$ cat config.mk
export PLATFORM = sky130hd
export DESIGN_NAME = rx_crc_frame_flat
export DESIGN_NICKNAME = d
export VERILOG_FILES = /design/src/rtl/rx_crc_frame_if.sv /design/src/rtl/rx_crc_frame.sv /design/src/flat_wrapper.sv
export SDC_FILE = /design/constraint.sdc
export NUM_CORES = 1
export LEC_CHECK = 0
export CORE_MARGIN = 2
export CORE_UTILIZATION = 59
export DETAILED_ROUTE_END_ITERATION = 16
export PLACE_DENSITY = 0.95
export SYNTH_ARGS = -nofsm -noshare
export SYNTH_HDL_FRONTEND = slang
export SYNTH_SLANG_ARGS = --single-unit
$ cat constraint.sdc
create_clock -name clk -period 4.9 [get_ports clk]
set_clock_uncertainty 0.05 [all_clocks]
set_input_delay 0.98 -clock clk [delete_from_list [all_inputs] [get_ports clk]]
set_output_delay 0.98 -clock clk [all_outputs]
set_load 0.02 [all_outputs]
$ cat src/rtl/rx_crc_frame_if.sv
// Serial command-frame receiver bus: URXD in, decoded fields, strobes and verdicts out.
// master is the receiver side, slave is the line driver / frame consumer.
interface rx_crc_frame_if;
    logic        URXD;
    logic        en_rx;
    logic [7:0]  com;
    logic [7:0]  lbl;
    logic [15:0] adr;
    logic [7:0]  wr_dat;
    logic [15:0] wr_adr;
    logic        we;
    logic        frame_ok;
    logic        crc_err;
    logic        rx_err;
    logic [15:0] CRC;

    modport master (
        input  URXD,
        output en_rx, com, lbl, adr, wr_dat, wr_adr, we, frame_ok, crc_err, rx_err, CRC
    );

    modport slave (
        output URXD,
        input  en_rx, com, lbl, adr, wr_dat, wr_adr, we, frame_ok, crc_err, rx_err, CRC
    );
endinterface

$ cat src/rtl/rx_crc_frame.sv
// UART receiver and command-frame decoder with bit-serial CRC16 check.
// Emits write strobes per DATA byte and a one-cycle frame_ok / crc_err / rx_err verdict.
module rx_crc_frame #(
    parameter int unsigned NT       = 8,
    parameter logic [15:0] INIT_CRC = 16'hFFFF,
    parameter logic [15:0] XCRC16   = 16'h4002
) (
    input  logic                  clk,
    input  logic                  rst_n,
    rx_crc_frame_if.master        bus
);
    localparam int unsigned HALF = NT / 2;
    localparam int unsigned CBW  = $clog2(NT + 1);
    localparam int unsigned TMO  = 20 * NT;
    localparam int unsigned TW   = $clog2(TMO + 2);

    typedef enum logic [2:0] {
        S_IDLE, S_COM, S_LBL, S_ADR_H, S_ADR_L, S_DATA, S_CRC_L, S_CRC_H
    } state_t;

    state_t         state_q;
    logic           rxd_s1_q, rxd_s2_q, rxd_s3_q;
    logic           busy_q;
    logic [CBW-1:0] cb_tact_q;
    logic [3:0]     bit_idx_q;
    logic [7:0]     shift_q;
    logic [7:0]     adr_h_q;
    logic [7:0]     crc_lo_q;
    logic [7:0]     data_cnt_q;
    logic [TW-1:0]  tmo_q;

    logic           en_rx_q, we_q, frame_ok_q, crc_err_q, rx_err_q;
    logic [7:0]     com_q, lbl_q, wr_dat_q;
    logic [15:0]    adr_q, wr_adr_q, crc_q;

    logic           start_edge_c;
    logic           sample_c;
    logic           x0_c;
    logic [15:0]    crc_next_c;

    // Falling edge on the synchronised line while the bit engine is free.
    assign start_edge_c = !busy_q && !rxd_s2_q && rxd_s3_q;
    assign sample_c     = busy_q &&
                          (cb_tact_q == ((bit_idx_q == 4'd0) ? CBW'(HALF) : CBW'(NT)));
    assign x0_c         = crc_q[0] ^ rxd_s2_q;
    assign crc_next_c   = x0_c ? (((crc_q ^ XCRC16) >> 1) | 16'h8000) : (crc_q >> 1);

    always_ff @(posedge clk or negedge rst_n) begin
        if (!rst_n) begin
            state_q    <= S_IDLE;
            rxd_s1_q   <= 1'b1;
            rxd_s2_q   <= 1'b1;
            rxd_s3_q   <= 1'b1;
            busy_q     <= 1'b0;
            cb_tact_q  <= '0;
            bit_idx_q  <= '0;
            shift_q    <= '0;
            adr_h_q    <= '0;
            crc_lo_q   <= '0;
            data_cnt_q <= '0;
            tmo_q      <= '0;
            en_rx_q    <= 1'b0;
            we_q       <= 1'b0;
            frame_ok_q <= 1'b0;
            crc_err_q  <= 1'b0;
            rx_err_q   <= 1'b0;
            com_q      <= '0;
            lbl_q      <= '0;
            wr_dat_q   <= '0;
            adr_q      <= '0;
            wr_adr_q   <= '0;
            crc_q      <= INIT_CRC;
        end else begin
            rxd_s1_q   <= bus.URXD;
            rxd_s2_q   <= rxd_s1_q;
            rxd_s3_q   <= rxd_s2_q;
            we_q       <= 1'b0;
            frame_ok_q <= 1'b0;
            crc_err_q  <= 1'b0;
            rx_err_q   <= 1'b0;

            if (we_q) begin
                wr_adr_q <= wr_adr_q + 16'd1;
            end

            if (start_edge_c) begin
                busy_q    <= 1'b1;
                cb_tact_q <= CBW'(1);
                bit_idx_q <= '0;
                tmo_q     <= '0;
            end else if (busy_q) begin
                if (!sample_c) begin
                    cb_tact_q <= cb_tact_q + CBW'(1);
                end else begin
                    cb_tact_q <= CBW'(1);
                    bit_idx_q <= bit_idx_q + 4'd1;
                    if (bit_idx_q == 4'd0) begin
                        // Start bit re-check: high here means a glitch, drop silently.
                        if (rxd_s2_q) begin
                            busy_q <= 1'b0;
                        end else if (state_q == S_IDLE) begin
                            state_q <= S_COM;
                            en_rx_q <= 1'b1;
                            crc_q   <= INIT_CRC;
                        end
                    end else if (bit_idx_q != 4'd9) begin
                        shift_q <= {rxd_s2_q, shift_q[7:1]};
                        if (state_q != S_CRC_L && state_q != S_CRC_H) begin
                            crc_q <= crc_next_c;
                        end
                    end else begin
                        busy_q <= 1'b0;
                        tmo_q  <= '0;
                        if (!rxd_s2_q) begin
                            rx_err_q <= 1'b1;
                            en_rx_q  <= 1'b0;
                            state_q  <= S_IDLE;
                        end else begin
                            // Byte complete: route by frame position.
                            case (state_q)
                                S_COM: begin
                                    com_q   <= shift_q;
                                    state_q <= (shift_q[6:1] == 6'd0) ? S_LBL : S_CRC_L;
                                end
                                S_LBL: begin
                                    lbl_q   <= shift_q;
                                    state_q <= S_ADR_H;
                                end
                                S_ADR_H: begin
                                    adr_h_q <= shift_q;
                                    state_q <= S_ADR_L;
                                end
                                S_ADR_L: begin
                                    adr_q      <= {adr_h_q, shift_q};
                                    wr_adr_q   <= {adr_h_q, shift_q};
                                    data_cnt_q <= lbl_q;
                                    state_q    <= (!com_q[7] && lbl_q != 8'd0) ? S_DATA : S_CRC_L;
                                end
                                S_DATA: begin
                                    wr_dat_q   <= shift_q;
                                    we_q       <= 1'b1;
                                    data_cnt_q <= data_cnt_q - 8'd1;
                                    if (data_cnt_q == 8'd1) begin
                                        state_q <= S_CRC_L;
                                    end
                                end
                                S_CRC_L: begin
                                    crc_lo_q <= shift_q;
                                    state_q  <= S_CRC_H;
                                end
                                S_CRC_H: begin
                                    frame_ok_q <= ({shift_q, crc_lo_q} == crc_q);
                                    crc_err_q  <= ({shift_q, crc_lo_q} != crc_q);
                                    en_rx_q    <= 1'b0;
                                    state_q    <= S_IDLE;
                                end
                                default: begin
                                    state_q <= S_IDLE;
                                end
                            endcase
                        end
                    end
                end
            end else if (state_q != S_IDLE) begin
                // Inter-byte gap watchdog inside a frame.
                if (tmo_q == TW'(TMO)) begin
                    rx_err_q <= 1'b1;
                    en_rx_q  <= 1'b0;
                    state_q  <= S_IDLE;
                end else begin
                    tmo_q <= tmo_q + TW'(1);
                end
            end
        end
    end

    assign bus.en_rx    = en_rx_q;
    assign bus.com      = com_q;
    assign bus.lbl      = lbl_q;
    assign bus.adr      = adr_q;
    assign bus.wr_dat   = wr_dat_q;
    assign bus.wr_adr   = wr_adr_q;
    assign bus.we       = we_q;
    assign bus.frame_ok = frame_ok_q;
    assign bus.crc_err  = crc_err_q;
    assign bus.rx_err   = rx_err_q;
    assign bus.CRC      = crc_q;
endmodule

$ cat src/flat_wrapper.sv
// flat-port wrapper written by rule: the top's interface ports become plain ports
module rx_crc_frame_flat 
#(
    parameter int unsigned NT       = 8,
    parameter logic [15:0] INIT_CRC = 16'hFFFF,
    parameter logic [15:0] XCRC16   = 16'h4002
)
  (clk, rst_n, bus_URXD, bus_en_rx, bus_com, bus_lbl, bus_adr, bus_wr_dat, bus_wr_adr, bus_we, bus_frame_ok, bus_crc_err, bus_rx_err, bus_CRC);
  rx_crc_frame_if bus_i ();
  input  logic clk;
  input  logic rst_n;
  input wire logic [$bits(bus_i.URXD)-1:0] bus_URXD;
  output wire logic [$bits(bus_i.en_rx)-1:0] bus_en_rx;
  output wire logic [$bits(bus_i.com)-1:0] bus_com;
  output wire logic [$bits(bus_i.lbl)-1:0] bus_lbl;
  output wire logic [$bits(bus_i.adr)-1:0] bus_adr;
  output wire logic [$bits(bus_i.wr_dat)-1:0] bus_wr_dat;
  output wire logic [$bits(bus_i.wr_adr)-1:0] bus_wr_adr;
  output wire logic [$bits(bus_i.we)-1:0] bus_we;
  output wire logic [$bits(bus_i.frame_ok)-1:0] bus_frame_ok;
  output wire logic [$bits(bus_i.crc_err)-1:0] bus_crc_err;
  output wire logic [$bits(bus_i.rx_err)-1:0] bus_rx_err;
  output wire logic [$bits(bus_i.CRC)-1:0] bus_CRC;
  assign bus_i.URXD = bus_URXD;
  assign bus_en_rx = bus_i.en_rx;
  assign bus_com = bus_i.com;
  assign bus_lbl = bus_i.lbl;
  assign bus_adr = bus_i.adr;
  assign bus_wr_dat = bus_i.wr_dat;
  assign bus_wr_adr = bus_i.wr_adr;
  assign bus_we = bus_i.we;
  assign bus_frame_ok = bus_i.frame_ok;
  assign bus_crc_err = bus_i.crc_err;
  assign bus_rx_err = bus_i.rx_err;
  assign bus_CRC = bus_i.CRC;
  rx_crc_frame #(.NT(NT), .INIT_CRC(INIT_CRC), .XCRC16(XCRC16)) u_core (.clk(clk), .rst_n(rst_n), .bus(bus_i));
endmodule
==> results of run 1 <==
final timing paths:
kind	from	endpoint	cells after the start
setup / recovery	u_core.bit_idx_q[1]$_DFFE_PN0P_	u_core.state_q[0]$_DFFE_PN0P_	7
hold / removal	u_core.rxd_s1_q$_DFF_PN1_	u_core.rxd_s2_q$_DFF_PN1_	0
setup reg to reg	u_core.bit_idx_q[1]$_DFFE_PN0P_	u_core.state_q[0]$_DFFE_PN0P_	7
hold reg to reg	u_core.rxd_s1_q$_DFF_PN1_	u_core.rxd_s2_q$_DFF_PN1_	0
max in group asynchronous	rst_n	u_core.bus.com[4]$_DFFE_PN0P_	2
min in group asynchronous	rst_n	u_core.bus.adr[3]$_DFFE_PN0P_	1
layout make-up:
type | count | area [µm²] | area share [%]
inverters | 32 | 120.1 | 1.550
clock buffers | 19 | 431.7 | 5.572
clock inverters | 13 | 150.1 | 1.938
multi-input cells | 389 | 2730 | 35.24
repair buffers | 83 | 818.3 | 10.56
well taps | 136 | 170.2 | 2.196
flip-flops and latches | 132 | 3327 | 42.94
cells by family after synthesis:
| group | after synthesis |
|---|---|
| and+or+nand+nor | 160 |
| DFF | 132 |
| AOI/OAI and AO/OA | 129 |
| buffers and inverters | 66 |
| muxes | 54 |
| xor gates and xnor gates | 36 |
| adders and majority gates | 10 |
state kept, by name, indices dropped and copies added, names as in the netlist, 3 cells and up:
signal,cells
u_core.adr_h_q,8
u_core.bus.wr_adr,16
u_core.bit_idx_q,4
u_core.cb_tact_q,4
u_core.shift_q,8
u_core.bus.adr,16
u_core.crc_lo_q,8
u_core.tmo_q,8
u_core.bus.lbl,8
u_core.bus.CRC,16
u_core.bus.wr_dat,8
u_core.state_q,3
u_core.bus.com,8
u_core.data_cnt_q,8
worst register-to-register path: stages, from the launching register on:
cell	delay, ns
dfrtp_1	0.39
inv_1	0.13
ha_1	0.19
nor3b_2	0.93
nand4_1	0.27
o311ai_0	0.27
and2_1	0.29
mux2_2	0.35
stage by stage:
step           cells  util [%]  hold slack, ns  power [mW]  cell area, µm²
4_1_cts          804     74.71          0.3038       3.636            7747
3_3_place_gp     772     69.10          0.2968       2.322            7166
2_1_floorplan    587         -          0.2952       2.068            6345
5_1_grt          804     74.71          0.3088       3.802            7747
3_5_place_dp     772     69.10          0.2998       2.365            7166
6_report         804     74.71          0.3024       3.644            7747
where the power goes:
| part | internal [mW] | total (mW) | leakage [nW] | switching (mW) |
|---|---|---|---|---|
| sequential | 1.26 | 1.47 | 1.76 | 0.210 |
| clock | 0.745 | 1.25 | 0.279 | 0.509 |
| combinational | 0.382 | 0.920 | 1.36 | 0.538 |
Yosys cell counts (2+ instances only):
| cell | count |
|---|---|
| a21o_1 | 3 |
| a21oi_1 | 41 |
| a22oi_1 | 2 |
| a31oi_1 | 9 |
| a41oi_1 | 3 |
| and3_1 | 6 |
| buf_1 | 2 |
| buf_2 | 5 |
| buf_4 | 2 |
| buf_6 | 4 |
| clkbuf_1 | 19 |
| clkbuf_2 | 2 |
| dfrtp_1 | 113 |
| dfstp_2 | 19 |
| ha_1 | 10 |
| inv_1 | 32 |
| mux2_2 | 25 |
| mux2_4 | 25 |
| mux2i_1 | 3 |
| nand2_1 | 35 |
| nand2b_1 | 2 |
| nand3_1 | 17 |
| nand3_2 | 2 |
| nand4_1 | 12 |
| nor2_1 | 46 |
| nor2b_1 | 2 |
| nor3_1 | 11 |
| nor3b_1 | 3 |
| nor4_1 | 9 |
| o21a_1 | 6 |
| o21ai_0 | 45 |
| o21ai_1 | 3 |
| o22ai_1 | 4 |
| o2bb2ai_1 | 3 |
| or3_1 | 5 |
| xnor2_1 | 25 |
| xor2_1 | 11 |
layer usage:
layer	global-route usage, %	vias up	wire length [µm]
met1	37.25	2476	6446
met5	0	-	0
met4	12.55	0	429
li1	-	2193	-
met2	49.60	236	8236
met3	4.964	40	1053
==> metrics.yaml, run 1 <==
status:
  status: "completed"
floorplan:
  num_rows: 37
  core-area_um2: 10370
  die_x_um: 107.7
  die_height_um: 107.7
  dieArea_um2: 11600
  num_io_pins: 80
  initial_utilization_pct: 61.18
clock_network:
  ctsHtreeMaxLevel: 4
  cts_inserted_buffers: 17
  clk-insertion-delay-late_ns: 0.53
  clk_pin_slew_ns: 0.06
  cts_resized: 0
  clock_tree.root_cell: "clkbuf_8"
  cts_max_path_buffers: 2
  post_cts_buffers: 0
  cts_hold_buffers: 0
  cts_sinks: 132
  cts_tree: "done"
layout:
  fillers: 649
  n_antenna_cell: 0
  layout.cells.most_common: "dfrtp_1"
  fin_nets: 668
  layout_common_cells: "dfrtp_1 (113), clkdlybuf4s50_1 (78), nor2_1 (46)"
  drive_gt1_share_pct: 17.22
  area_growth_pct: 22.11
sta:
  maxSlewHeadroom_pct: 21.45
  min_period_ns: 2.988
  max_freq_mhz: 334.6
  setup_viol: 0
  finalCritPeriodShare_pct: 60.99
  final-hold-violation-count: 0
  setup_slack_ns: 1.912
  tightest_slew_ns: 1.173
  tns_ns: 0
  grt_setup_unrepaired: "false"
  maxSlewViolCount: 0
setup_path:
  critPathRequiredTime_ns: 5.26
  critPathMaxStageDelay_ns: 0.93
  r2r_slack_ns: 1.91
  worstPathCellList: "inv_1 -> ha_1 -> nor3b_2 -> nand4_1 -> o311ai_0 -> and2_1 -> mux2_2"
  cp-start-kind: "register"
  critical_path_class: "reg -> reg"
  crit_buf_inv: 1
  worst_setup_path_end_kind: "register"
  slowest_stage: "nor3b_2"
  timing.critical_path.fanout_max: 19
  crit_family: "simple AND/OR/NAND/NOR gates"
  cp.arrival_ns: 3.35
global_route:
  grt_remaining_overflow: 0
  grt_max_degree: 86
  groute.usage.overall_pct: 29.31
  antenna_found_initial: 0
  first_global_vias: 5029
  grt_pass1_wl_um: 25960
yosys:
  syn_nets: 600
  syn_area_per_cell_um2: 10.81
  yosys.area_share.xor_xnor_pct: 4.969
  synth_edf_count: 0
  synth_compound_area_share_pct: 12.15
  synth_warnings: 0
  muxShareOfSynthArea_pct: 11.18
  synth_seq_cells: 132
  syn_inst: 587
  seq_area_frac_synth_pct: 52.44
  synthAdderAreaFrac_pct: 1.972
  netlist_area_um2: 6345
  netlist.area_leader.share_pct: 44.57
  async_flop_share_pct: 100.0
  synth_ff_type: "dfrtp_1"
  yosys.area.top_type: "dfrtp_1"
  synth.distinct_cells: 58
  synth.area.top_cells: "dfrtp_1 (45%), dfstp_2 (7.9%), mux2_4 (5.9%)"
  synth_top_family_by_area: "simple AND/OR/NAND/NOR gates"
  synth-simple-area-share_pct: 12.66
worst_hold_path:
  hold_class: "reg -> reg"
drt:
  routedWlPerCell_um: 20.11
  antenna_left: 0
  wl_um: 16170
  num_vias: 4945
  via_per_inst: 6.150
  post-route-drc-count: 0
  initialDrtViolationCount: 390
  dr.pass1.iters: 5
placed_design:
  hpwl_um: 10260
  place_ws_ns: 2.122
  gp_congestion: 0.9114
  io_buffer_count: 79
power:
  powerDensity_nw_per_um2: 470.3
  leakage_nw: 3.402
  vdd_ir_drop_max_mv: 0.3742
job:
  cap_viol_max_count: 0
Note: power is estimated with default switching activity, not from simulation.
==> run 2: changes to the inputs <==
--- a/config.mk
+++ b/config.mk
@@ -6,9 +6,9 @@
 export NUM_CORES = 1
 export LEC_CHECK = 0
 export CORE_MARGIN = 2
-export CORE_UTILIZATION = 59
+export CORE_UTILIZATION = 56
 export DETAILED_ROUTE_END_ITERATION = 16
-export PLACE_DENSITY = 0.95
+export PLACE_DENSITY = 0.91
 export SYNTH_ARGS = -nofsm -noshare
 export SYNTH_HDL_FRONTEND = slang
 export SYNTH_SLANG_ARGS = --single-unit
==> constraint.sdc (replaced) <==
create_clock -name clk -period 2.82 [get_ports clk]
set_clock_uncertainty 0.05 [all_clocks]
set_input_delay 0.564 -clock clk [delete_from_list [all_inputs] [get_ports clk]]
set_output_delay 0.564 -clock clk [all_outputs]
set_load 0.02 [all_outputs]
==> run 2 against run 1 <==
  * Design area rose by 1.9%
  * Core utilization fell by 2.5 points
  * Worst hold slack got worse by 0.25 ns
  * Flip-flop and latch count did not move
  * Critical path depth did not move
  * Sequential share of layout area fell by 0.79 points
  * Sequential power rose by 73%
  * First-iteration DRC count rose by 40%
  * Critical path type unchanged
  * Highest routed layer unchanged
==> metrics.yaml, run 2 (synthesis results as in run 1) <==
status:
  status: "completed"
clock_network:
  ctsHtreeMaxLevel: 4
  cts_max_path_buffers: 2
  cts_inserted_buffers: 17
  cts_tree: "done"
  clock_tree.root_cell: "clkbuf_16"
  post_cts_buffers: 0
  clk_pin_slew_ns: 0.07
  clk-insertion-delay-late_ns: 0.43
  cts_sinks: 132
layout:
  layout.cells.most_common: "dfrtp_1"
  fin_util_pct: 72.17
  drive_gt1_share_pct: 19.24
  stdcell_count: 821
  n_antenna_cell: 0
  finalInstanceArea_um2: 7893
  layout_common_cells: "dfrtp_1 (113), clkdlybuf4s50_1 (78), nor2_1 (46)"
  fin_nets: 681
  area_growth_pct: 24.39
sta:
  grt_setup_unrepaired: "false"
  timing.hold.ws_ns: 0.05312
  min_period_ns: 2.640
  max_freq_mhz: 378.8
  tightest_slew_ns: 0.8578
  setup_viol: 0
  setup_slack_ns: 0.1804
  tns_ns: 0
  maxSlewViolCount: 0
  final-hold-violation-count: 0
  finalCritPeriodShare_pct: 93.60
  maxSlewHeadroom_pct: 42.29
setup_path:
  critPathRequiredTime_ns: 3.08
  worst_setup_path_end_kind: "register"
  rr_endpoint: "u_core.bus.wr_dat[2]$_DFFE_PN0P_"
  timing.critical_path.fanout_max: 9
  r2r_cells: 7
  cp-start-kind: "register"
  reg2reg_from: "u_core.bit_idx_q[1]$_DFFE_PN0P_"
  r2r_slack_ns: 0.18
  critical_path_class: "reg -> reg"
  cp.arrival_ns: 2.90
floorplan:
  die_height_um: 110.4
  dieArea_um2: 12200
  num_rows: 38
  core-area_um2: 10940
  num_io_pins: 80
  initial_utilization_pct: 58.02
  die_x_um: 110.4
placed_design:
  place_inst: 789
  dpl-instance-area_um2: 7281
  io_buffer_count: 79
  gp_congestion: 0.9433
  place_ws_ns: 0.1769
  hpwl_um: 10610
global_route:
  antenna_found_initial: 0
  grt_pass1_wl_um: 27610
  grt_max_degree: 49
  groute.usage.overall_pct: 28.43
  grt_remaining_overflow: 0
  first_global_vias: 5157
power:
  leakage_nw: 3.484
  powerDensity_nw_per_um2: 822.0
  finalPower_mw: 6.488
  vdd_ir_drop_max_mv: 0.7835
drt:
  num_vias: 5097
  dr.pass1.iters: 5
  routedWlPerCell_um: 20.58
  via_per_inst: 6.208
  initialDrtViolationCount: 545
  antenna_left: 0
  post-route-drc-count: 0
  wl_um: 16900
worst_hold_path:
  hold_class: "in -> async"
job:
  cap_viol_max_count: 0
==> run 2: per-layer routing <==
metal / global-route usage [%] / vias to the layer above / part of all wire, %
li1: - / 2216 / -
met3: 7.355 / 62 / 7.7
met1: 36.75 / 2547 / 39
met5: 0 / - / 0
met4: 10.75 / 0 / 3.2
met2: 46.38 / 272 / 50
==> run 2: report_power, final <==
group	internal, mW	switching (mW)	total [mW]
clock network	1.34	0.882	2.22
registers	2.19	0.353	2.54
logic	0.716	1.01	1.72
==> run 2: timing repair <==
item	in CTS	in global routing
hold buffers	0	0
resized for setup	0	4
hold endpoints to repair	0	0
setup endpoints to repair	0	6
==> run 2: worst max-delay path, cell delays in order (launching register included) <==
cell	delay, ns
dfrtp_1	0.40
inv_1	0.15
ha_1	0.19
or3b_1	0.46
mux2i_4	0.27
nor2_2	0.33
nand3_2	0.30
mux2_2	0.37
==> run 2: worst max path at each step <==
stage / startpoint / endpoint / slack (ns)
floorplan: u_core.bit_idx_q[0]$_DFFE_PN0P_ / u_core.adr_h_q[0]$_DFFE_PN0P_ / 0.43
global placement: u_core.bit_idx_q[0]$_DFFE_PN0P_ / u_core.bus.com[4]$_DFFE_PN0P_ / 0.27
detailed placement: u_core.bit_idx_q[0]$_DFFE_PN0P_ / u_core.bus.com[7]$_DFFE_PN0P_ / 0.18
CTS: u_core.bit_idx_q[1]$_DFFE_PN0P_ / u_core.bus.lbl[4]$_DFFE_PN0P_ / 0.10
global route: u_core.bit_idx_q[1]$_DFFE_PN0P_ / u_core.bus.wr_dat[2]$_DFFE_PN0P_ / 0.08
finish: u_core.bit_idx_q[1]$_DFFE_PN0P_ / u_core.bus.wr_dat[2]$_DFFE_PN0P_ / 0.18
==> run 2: area by class of cell <==
cell class | instances | area (µm²)
fillers | 700 | 3043
inverters | 32 | 120.1
flip-flops and latches | 132 | 3327
well taps | 140 | 175.2
multi-input cells | 389 | 2753
clock inverters | 13 | 146.4
clock buffers | 19 | 442.9
repair buffers | 96 | 928.4
==> run 3: changes to the inputs <==
--- a/config.mk
+++ b/config.mk
@@ -5,9 +5,10 @@
 export SDC_FILE = /design/constraint.sdc
 export NUM_CORES = 1
 export LEC_CHECK = 0
-export CORE_MARGIN = 2
+export CORE_MARGIN = 3
 export CORE_UTILIZATION = 56
 export DETAILED_ROUTE_END_ITERATION = 16
+export HOLD_SLACK_MARGIN = 0.03
 export PLACE_DENSITY = 0.91
 export SYNTH_ARGS = -nofsm -noshare
 export SYNTH_HDL_FRONTEND = slang
==> constraint.sdc (replaced) <==
create_clock -name clk -period 2.82 [get_ports clk]
set_clock_uncertainty 0.05 [all_clocks]
set_input_delay 0.282 -clock clk [delete_from_list [all_inputs] [get_ports clk]]
set_output_delay 0.282 -clock clk [all_outputs]
set_load 0.02 [all_outputs]
==> run 3 against run 2 <==
  * Sequential power about the same
  * Routed wire length decreased by 0.49%
  * Core utilization increased by 0.21 points
  * Clock power increased by 5%
  * Critical path type unchanged
  * Highest routed layer unchanged
==> metrics.yaml, run 3 (synthesis results as in run 1) <==
clock_network:
  cts_max_path_buffers: 2
  cts_inserted_buffers: 17
  clock_tree.root_cell: "clkbuf_16"
  post_cts_buffers: 0
  clk_pin_slew_ns: 0.06
  clk-insertion-delay-late_ns: 0.42
  ctsHtreeMaxLevel: 4
  cts_sinks: 132
  cts_tree: "done"
worst_hold_path:
  hold_class: "in -> reg"
global_route:
  first_global_vias: 5156
  antenna_found_initial: 0
  grt_pass1_wl_um: 27700
  grt_remaining_overflow: 0
  grt_max_degree: 55
  groute.usage.overall_pct: 27.66
floorplan:
  die_x_um: 112.4
  num_rows: 38
  die_height_um: 112.4
  dieArea_um2: 12640
  core-area_um2: 10940
  num_io_pins: 80
  initial_utilization_pct: 58.02
drt:
  antenna_left: 0
  via_per_inst: 6.240
  routedWlPerCell_um: 20.48
  num_vias: 5123
  wl_um: 16820
  post-route-drc-count: 0
  dr.pass1.iters: 6
  initialDrtViolationCount: 728
sta:
  grt_setup_unrepaired: "false"
  max_freq_mhz: 371.1
  min_period_ns: 2.695
  maxSlewHeadroom_pct: 50.90
  maxSlewViolCount: 0
  finalCritPeriodShare_pct: 95.57
  setup_slack_ns: 0.1251
  tightest_slew_ns: 0.7273
  final-hold-violation-count: 0
  setup_viol: 0
  tns_ns: 0
layout:
  fin_nets: 681
  n_antenna_cell: 0
  layout.cells.most_common: "dfrtp_1"
  fillers: 683
  area_growth_pct: 24.75
  drive_gt1_share_pct: 18.80
  layout_common_cells: "dfrtp_1 (113), clkdlybuf4s50_1 (78), nor2_1 (46)"
setup_path:
  crit_family: "simple AND/OR/NAND/NOR gates"
  cp.arrival_ns: 2.95
  worst_setup_path_end_kind: "register"
  critical_path_class: "reg -> reg"
  timing.critical_path.fanout_max: 8
  critPathMaxStageDelay_ns: 0.61
  worstPathCellList: "inv_1 -> ha_1 -> or3b_1 -> mux2_4 -> nand3_4 -> or3_1 -> mux2_4"
  critPathRequiredTime_ns: 3.07
  slowest_stage: "or3_1"
  crit_buf_inv: 1
  worst_path_most_repeated_cell: "mux2_4"
  cp-start-kind: "register"
job:
  cap_viol_max_count: 0
placed_design:
  hpwl_um: 10510
  gp_congestion: 0.9079
  io_buffer_count: 79
  place_ws_ns: 0.1907
status:
  status: "completed"
power:
  powerDensity_nw_per_um2: 829.9
  leakage_nw: 3.499
  finalPower_mw: 6.569
  vdd_ir_drop_max_mv: 0.7651
==> run 3: changes by cell type in the layout (fill, tap and decap cells not counted), moves of 2 or more <==
cell and change:
inv_8 +3, or3_1 +3, buf_4 -2, or3_4 -3
==> run 3: worst paths after layout <==
kind                                                      start                              to  slack (ns)  cells after the start
worst max-delay path            u_core.bit_idx_q[0]$_DFFE_PN0P_   u_core.bus.lbl[2]$_DFFE_PN0P_        0.13                      7
max in group asynchronous                                 rst_n   u_core.adr_h_q[0]$_DFFE_PN0P_        1.48                      3
worst min register to register        u_core.rxd_s1_q$_DFF_PN1_       u_core.rxd_s2_q$_DFF_PN1_        0.32                      0
min in group asynchronous                                 rst_n  u_core.bus.adr[11]$_DFFE_PN0P_        0.42                      2
worst max register to register  u_core.bit_idx_q[0]$_DFFE_PN0P_   u_core.bus.lbl[2]$_DFFE_PN0P_        0.13                      7
worst min-delay path                                   bus_URXD       u_core.rxd_s1_q$_DFF_PN1_        0.22                      1
==> run 3: layout make-up <==
type                       count  area, µm²  share of cell area [%]
clock inverter                15      193.9                   2.450
timing repair buffer          96      943.4                   11.92
tap                          140      175.2                   2.213
inverter                      32      120.1                   1.518
sequential                   132       3327                   42.03
clock buffer                  17      425.4                   5.375
multi-input combinational    389       2730                   34.49
==> run 3: per-layer routing <==
metal / vias to the layer above / GRT usage (%) / routed length (µm)
li1: 2213 / - / -
met1: 2553 / 36.56 / 6742
met2: 290 / 44.42 / 8327
met3: 67 / 6.523 / 1186
met4: 0 / 11.14 / 561
met5: - / 0 / 0
==> run 3: worst reg2reg max path: cells and delay by family, from the launching register on <==
| family | cells | cell delay [ns] |
|---|---|---|
| simple gates | 3 | 1.13 |
| mux | 2 | 0.68 |
| flops | 1 | 0.44 |
| fa+ha+maj | 1 | 0.16 |
| buf+inv | 1 | 0.12 |
==> run 3: through the flow <==
| stage | std cells | instance area [µm²] | hold slack (ns) | utilization, % |
|---|---|---|---|---|
| final | 821 | 7915 | 0.2179 | 72.38 |
| after global routing | 821 | 7915 | 0.2097 | 72.38 |
| after CTS | 821 | 7915 | 0.2098 | 72.38 |
| after detailed placement | 788 | 7286 | 0.3037 | 66.62 |
| after global placement | 788 | 7286 | 0.2964 | 66.62 |
| after floorplan | 587 | 6345 | -0.06359 | - |
==> run 3: report_power, final <==
| part | switching, mW | internal [mW] |
|---|---|---|
| clock network | 0.916 | 1.42 |
| registers | 0.351 | 2.19 |
| logic | 0.979 | 0.713 |
==> run 3: repair_timing <==
item                                   4_1_cts  5_1_grt
endpoints found under the hold margin       52        0
hold buffers                                 1        0
resized for setup                            0        0
